<file path="config.mk">
export PLATFORM = sky130hd
export DESIGN_NAME = axi_lite_wdata_fifo
export DESIGN_NICKNAME = d
export VERILOG_FILES = /design/src/rtl/axi_lite_wdata_fifo.sv
export SDC_FILE = /design/constraint.sdc
export NUM_CORES = 1
export LEC_CHECK = 0
export BUFFER_PORTS_ARGS = -buffer_cell sky130_fd_sc_hd__buf_2
export CAP_MARGIN = 20
export CORE_AREA = 3 3 135 85
export DETAILED_ROUTE_END_ITERATION = 8
export DIE_AREA = 0 0 138 88
export MAX_ROUTING_LAYER = met4
export PLACE_DENSITY_LB_ADDON = 0.2
export RECOVER_POWER = 50
export SYNTH_ARGS = -nofsm -noshare
export SYNTH_HDL_FRONTEND = slang
export SYNTH_SLANG_ARGS = --single-unit
</file>
<file path="constraint.sdc">
create_clock -name ACLK -period 5.6 [get_ports ACLK]
set_clock_uncertainty 0.05 [all_clocks]
set_input_delay 0.56 -clock ACLK [delete_from_list [all_inputs] [get_ports ACLK]]
set_output_delay 0.56 -clock ACLK [all_outputs]
set_load 0.05 [all_outputs]
</file>
<file path="src/rtl/axi_lite_wdata_fifo.sv">
// AXI4-Lite W-channel buffer: DEPTH-entry FIFO with byte-strobe masking and optional null-beat dropping.
// Ready is registered from occupancy only, so there is no m_WREADY -> s_WREADY path.
module axi_lite_wdata_fifo #(
    parameter int DATA_WIDTH = 32,
    parameter int DEPTH      = 4,
    parameter int MASK_DATA  = 1,
    parameter int DROP_NULL  = 0
) (
    input  logic                      ACLK,
    input  logic                      ARESETn,
    input  logic                      s_WVALID,
    output logic                      s_WREADY,
    input  logic [DATA_WIDTH-1:0]     s_WDATA,
    input  logic [DATA_WIDTH/8-1:0]   s_WSTRB,
    output logic                      m_WVALID,
    input  logic                      m_WREADY,
    output logic [DATA_WIDTH-1:0]     m_WDATA,
    output logic [DATA_WIDTH/8-1:0]   m_WSTRB,
    output logic [$clog2(DEPTH):0]    level,
    output logic [7:0]                null_cnt
);
    localparam int   STRB_W = DATA_WIDTH / 8;
    localparam int   AW     = $clog2(DEPTH);
    localparam int   LW     = AW + 1;
    localparam logic MASK   = (MASK_DATA != 0);
    localparam logic DROP   = (DROP_NULL != 0);

    logic [DATA_WIDTH-1:0] mem_data [DEPTH];
    logic [STRB_W-1:0]     mem_strb [DEPTH];
    logic [AW-1:0]         wr_ptr;
    logic [AW-1:0]         rd_ptr;
    logic [LW-1:0]         level_q;
    logic [LW-1:0]         level_next;
    logic                  ready_q;
    logic [7:0]            null_q;
    logic [DATA_WIDTH-1:0] wdata_masked;
    logic                  push;
    logic                  pop;
    logic                  is_null;
    logic                  store;
    logic                  count_null;

    assign push       = s_WVALID && ready_q;
    assign is_null    = (s_WSTRB == '0);
    assign store      = push && !(DROP && is_null);
    assign count_null = push && DROP && is_null;
    assign pop        = (level_q != '0) && m_WREADY;

    always_comb begin
        wdata_masked = s_WDATA;
        for (int i = 0; i < STRB_W; i++) begin
            if (MASK && !s_WSTRB[i]) begin
                wdata_masked[8*i +: 8] = 8'h00;
            end
        end
    end

    always_comb begin
        level_next = level_q;
        case ({store, pop})
            2'b10:   level_next = level_q + LW'(1);
            2'b01:   level_next = level_q - LW'(1);
            default: level_next = level_q;
        endcase
    end

    // Storage is not reset: empty entries are never visible because outputs are gated by level.
    always_ff @(posedge ACLK) begin
        if (store) begin
            mem_data[wr_ptr] <= wdata_masked;
            mem_strb[wr_ptr] <= s_WSTRB;
        end
    end

    always_ff @(posedge ACLK or negedge ARESETn) begin
        if (!ARESETn) begin
            wr_ptr  <= '0;
            rd_ptr  <= '0;
            level_q <= '0;
            ready_q <= 1'b0;
            null_q  <= '0;
        end else begin
            if (store) begin
                wr_ptr <= wr_ptr + AW'(1);
            end
            if (pop) begin
                rd_ptr <= rd_ptr + AW'(1);
            end
            level_q <= level_next;
            // A pop while full frees a slot for the following cycle, not this one.
            ready_q <= (level_next != LW'(DEPTH));
            if (count_null && (null_q != 8'hFF)) begin
                null_q <= null_q + 8'd1;
            end
        end
    end

    assign s_WREADY = ready_q;
    assign m_WVALID = (level_q != '0);
    assign m_WDATA  = m_WVALID ? mem_data[rd_ptr] : '0;
    assign m_WSTRB  = m_WVALID ? mem_strb[rd_ptr] : '0;
    assign level    = level_q;
    assign null_cnt = null_q;

endmodule

</file>
==> impl_metrics.py <==
metrics = {
    "global_route": {
        "grt_pass1_vias": 3066,
        "grt_pass1_wl_microns": 16760,
        "antenna_found_initial": 1,
        "overflow": 0,
        "grt_max_degree": 40,
        "track_usage_pct": 19.42,
    },
    "timing": {
        "drv_slew": 63,
        "fmax_mhz": 261.5,
        "slew-limit-headroom_pct": -22.85,
        "fin_crit_sh_pct": 68.29,
        "worstMarginPinSlew_ns": 1.843,
        "min_period_ns": 3.824,
        "timing.setup.tns_ns": 0,
        "setup_viol_count_final": 0,
        "hold_violations": 0,
        "rsz0062_at_grt": "false",
    },
    "drt": {
        "firstDrtPassIters": 5,
        "vias": 3017,
        "vias_per_cell": 5.466,
        "drcViolationCount": 0,
        "wl_per_cell_microns": 19.75,
        "drt-initial-drc-count": 151,
        "ant_nets": 0,
        "wirelength_microns": 10900,
    },
    "floorplanning": {
        "die_h_microns": 88,
        "io_pins": 89,
        "dieArea_sq_um": 12140,
        "die_x_microns": 138,
        "core_sq_um": 10380,
        "rows": 29,
        "start_util_pct": 59.21,
    },
    "worst_setup_path": {
        "crit_path_max_incr_delay_ns": 1.38,
        "r2r_cells": 9,
        "path_cells": "buf_4 -> mux4_2 -> and2_1 -> buf_2",
        "r2r_slack_ns": 3.02,
        "end_kind": "output pin",
        "worst_ep_required_time_ns": 4.99,
        "regToRegEndpoint": "level[2]$_DFF_PN0_",
        "crit-reg2reg-launch": "level[0]$_DFF_PN0_",
        "crit_arrival_ns": 3.21,
        "crit_fanout": 25,
        "critical-path-top-delay-family": "flip-flops",
        "startpoint_type": "flop",
        "crit_buf_inv": 2,
        "critPathKind": "flop to output pin",
        "cp_slowest_cell": "dfrtp_1",
    },
    "final_layout": {
        "nFillCells": 671,
        "layout.nets": 445,
        "finish.utilization_pct": 69.64,
        "area_growth_pct": 17.61,
        "fin_cells": 552,
        "drive_gt1_share_pct": 34.47,
    },
    "placed_design": {
        "dp_hpwl_microns": 6310,
        "dpl.cell_count": 518,
        "place.gp.congestion": 0.7723,
        "io_buffer_count": 80,
    },
    "min_path": {
        "hold_path_end": "rd_ptr[1]$_DFFE_PN0P_",
        "hold_path_class": "primary input to flop",
        "hold_start": "m_WREADY",
        "whs_path_depth": 3,
    },
    "yosys": {
        "yosys_warnings": 0,
        "synth-seq-cells": 152,
        "synthArstFlopShare_pct": 5.263,
        "syn_avg_cell_area_sq_um": 19.82,
        "synthFlopType": "edfxtp_1",
        "ys_types": 25,
        "syn_area_sq_um": 6145,
        "yosysSeqAreaShare_pct": 73.63,
        "synth_edf_count": 144,
        "synthCells": 310,
    },
    "clocking": {
        "clk_path_buf_depth": 2,
        "insertion_delay_ns": 0.41,
        "cts_tree": "yes",
        "clk_pin_slew_ns": 0.06,
        "htree_levels": 4,
        "root_buffer": "clkbuf_16",
        "ctsResizeCount": 0,
        "numClockSinks": 152,
        "numCtsBuffers": 17,
    },
    "run": {
        "cap_violations": 2,
    },
    "status": {
        "violations": "max-capacitance violations, max-slew violations",
        "status": "finished with violations",
    },
}
-- kinds of logic after synthesis --
kind of cell / count (synthesis) / share of synthesized area (%)
xor gates and xnor gates: 5 / 0.7128
adders and majority gates: 6 / 1.344
DFF: 152 / 73.63
and+or+nand+nor: 81 / 8.104
buffers and inverters: 25 / 2.484
muxes: 37 / 13.38
other: 1 / 0.06103
AOI/OAI and AO/OA: 3 / 0.2851
-- what timing repair did --
action,4_1_cts,5_1_grt
hold endpoints to repair,8,0
setup buffers,0,0
hold buffers,1,0
-- cell usage in the layout (no fill, tap or decap), drive strengths merged --
master,netlist,final
and2,69,69
and3,4,4
buf,16,73
bufinv,0,4
clkbuf,4,30
clkinv,0,7
conb,1,8
dfrtp,8,8
diode,0,1
dlygate4sd3,0,1
edfxtp,144,144
fa,1,1
ha,5,5
inv,5,5
mux2,1,1
mux4,36,36
nand2,2,2
nand3,1,1
nor2,1,1
nor3,1,1
nor3b,1,1
o21a,1,1
o21ai,2,2
or2,1,1
or3,1,1
xnor2,3,3
xor2,2,2
-- layout make-up --
| class | count | area, sq um | share of cell area (%) |
|---|---|---|---|
| clock inverter | 11 | 153.9 | 2.130 |
| sequential | 152 | 4526 | 62.62 |
| antenna | 1 | 2.502 | 0.03463 |
| clock buffer | 21 | 440.4 | 6.094 |
| multi-input combinational | 140 | 1498 | 20.72 |
| timing repair buffer | 83 | 414.1 | 5.731 |
| tap | 139 | 173.9 | 2.407 |
| inverter | 5 | 18.77 | 0.2597 |
-- Yosys cell counts (2+ instances only) --
master | number | area share, %
nand2_1 | 2 | 0.12
edfxtp_1 | 144 | 70
dfrtp_1 | 8 | 3.3
inv_1 | 5 | 0.31
ha_1 | 5 | 1.0
mux4_2 | 36 | 13
xnor2_1 | 3 | 0.43
buf_6 | 3 | 0.55
buf_2 | 5 | 0.41
buf_4 | 8 | 0.98
o21ai_0 | 2 | 0.16
and2_1 | 69 | 7.0
and3_1 | 4 | 0.41
xor2_1 | 2 | 0.29
clkbuf_1 | 4 | 0.24
-- worst max-delay path by stage --
stage	startpoint	to	slack, ns	depth (start not counted)
after global placement	rd_ptr[0]$_DFFE_PN0P_	m_WDATA[20]	2.66	4
after detailed placement	rd_ptr[0]$_DFFE_PN0P_	m_WDATA[20]	2.64	4
after CTS	rd_ptr[0]$_DFFE_PN0P_	m_WDATA[15]	2.18	4
final	rd_ptr[0]$_DFFE_PN0P_	m_WDATA[21]	1.78	4
after global routing	rd_ptr[0]$_DFFE_PN0P_	m_WDATA[21]	1.43	4
after floorplan	level[0]$_DFF_PN0_	m_WDATA[22]	3.03	3
-- worst register-to-register path, stage by stage (launching register included) --
cell and delay, ns:
dfrtp_1 0.40, or3_1 0.15, buf_4 0.34, and2_1 0.22, ha_1 0.19, inv_1 0.06
fa_1 0.39, xor2_1 0.18, o21a_1 0.19, or2_2 0.29
-- metrics by stage --
| stage | area (sq um) | hold WS, ns | worst slack (ns) |
|---|---|---|---|
| after floorplan | 6171 | 0.2144 | 3.035 |
| after global placement | 6634 | 0.3615 | 2.655 |
| after detailed placement | 6634 | 0.3701 | 2.635 |
| after CTS | 7238 | 0.3696 | 2.178 |
| after global routing | 7227 | 0.3893 | 1.428 |
| final | 7227 | 0.3835 | 1.776 |
-- sequential cells by signal, indices dropped and copies added, names as in the netlist --
register and cells:
mem_data 128, mem_strb 16, level 3, rd_ptr 2, wr_ptr 2, s_WREADY 1
-- layer usage --
layer  global-route usage [%]  vias up  wire length, microns
li1                         -     1370                     -
met1                    25.71     1522                  4721
met2                    28.98      123                  5281
met3                    6.438        2                   864
met4                    6.547        0                    37
met5                        -        -                     0
Power is not shown: default switching activity piles up to over one toggle a cycle in this logic, so the estimate is an artifact.
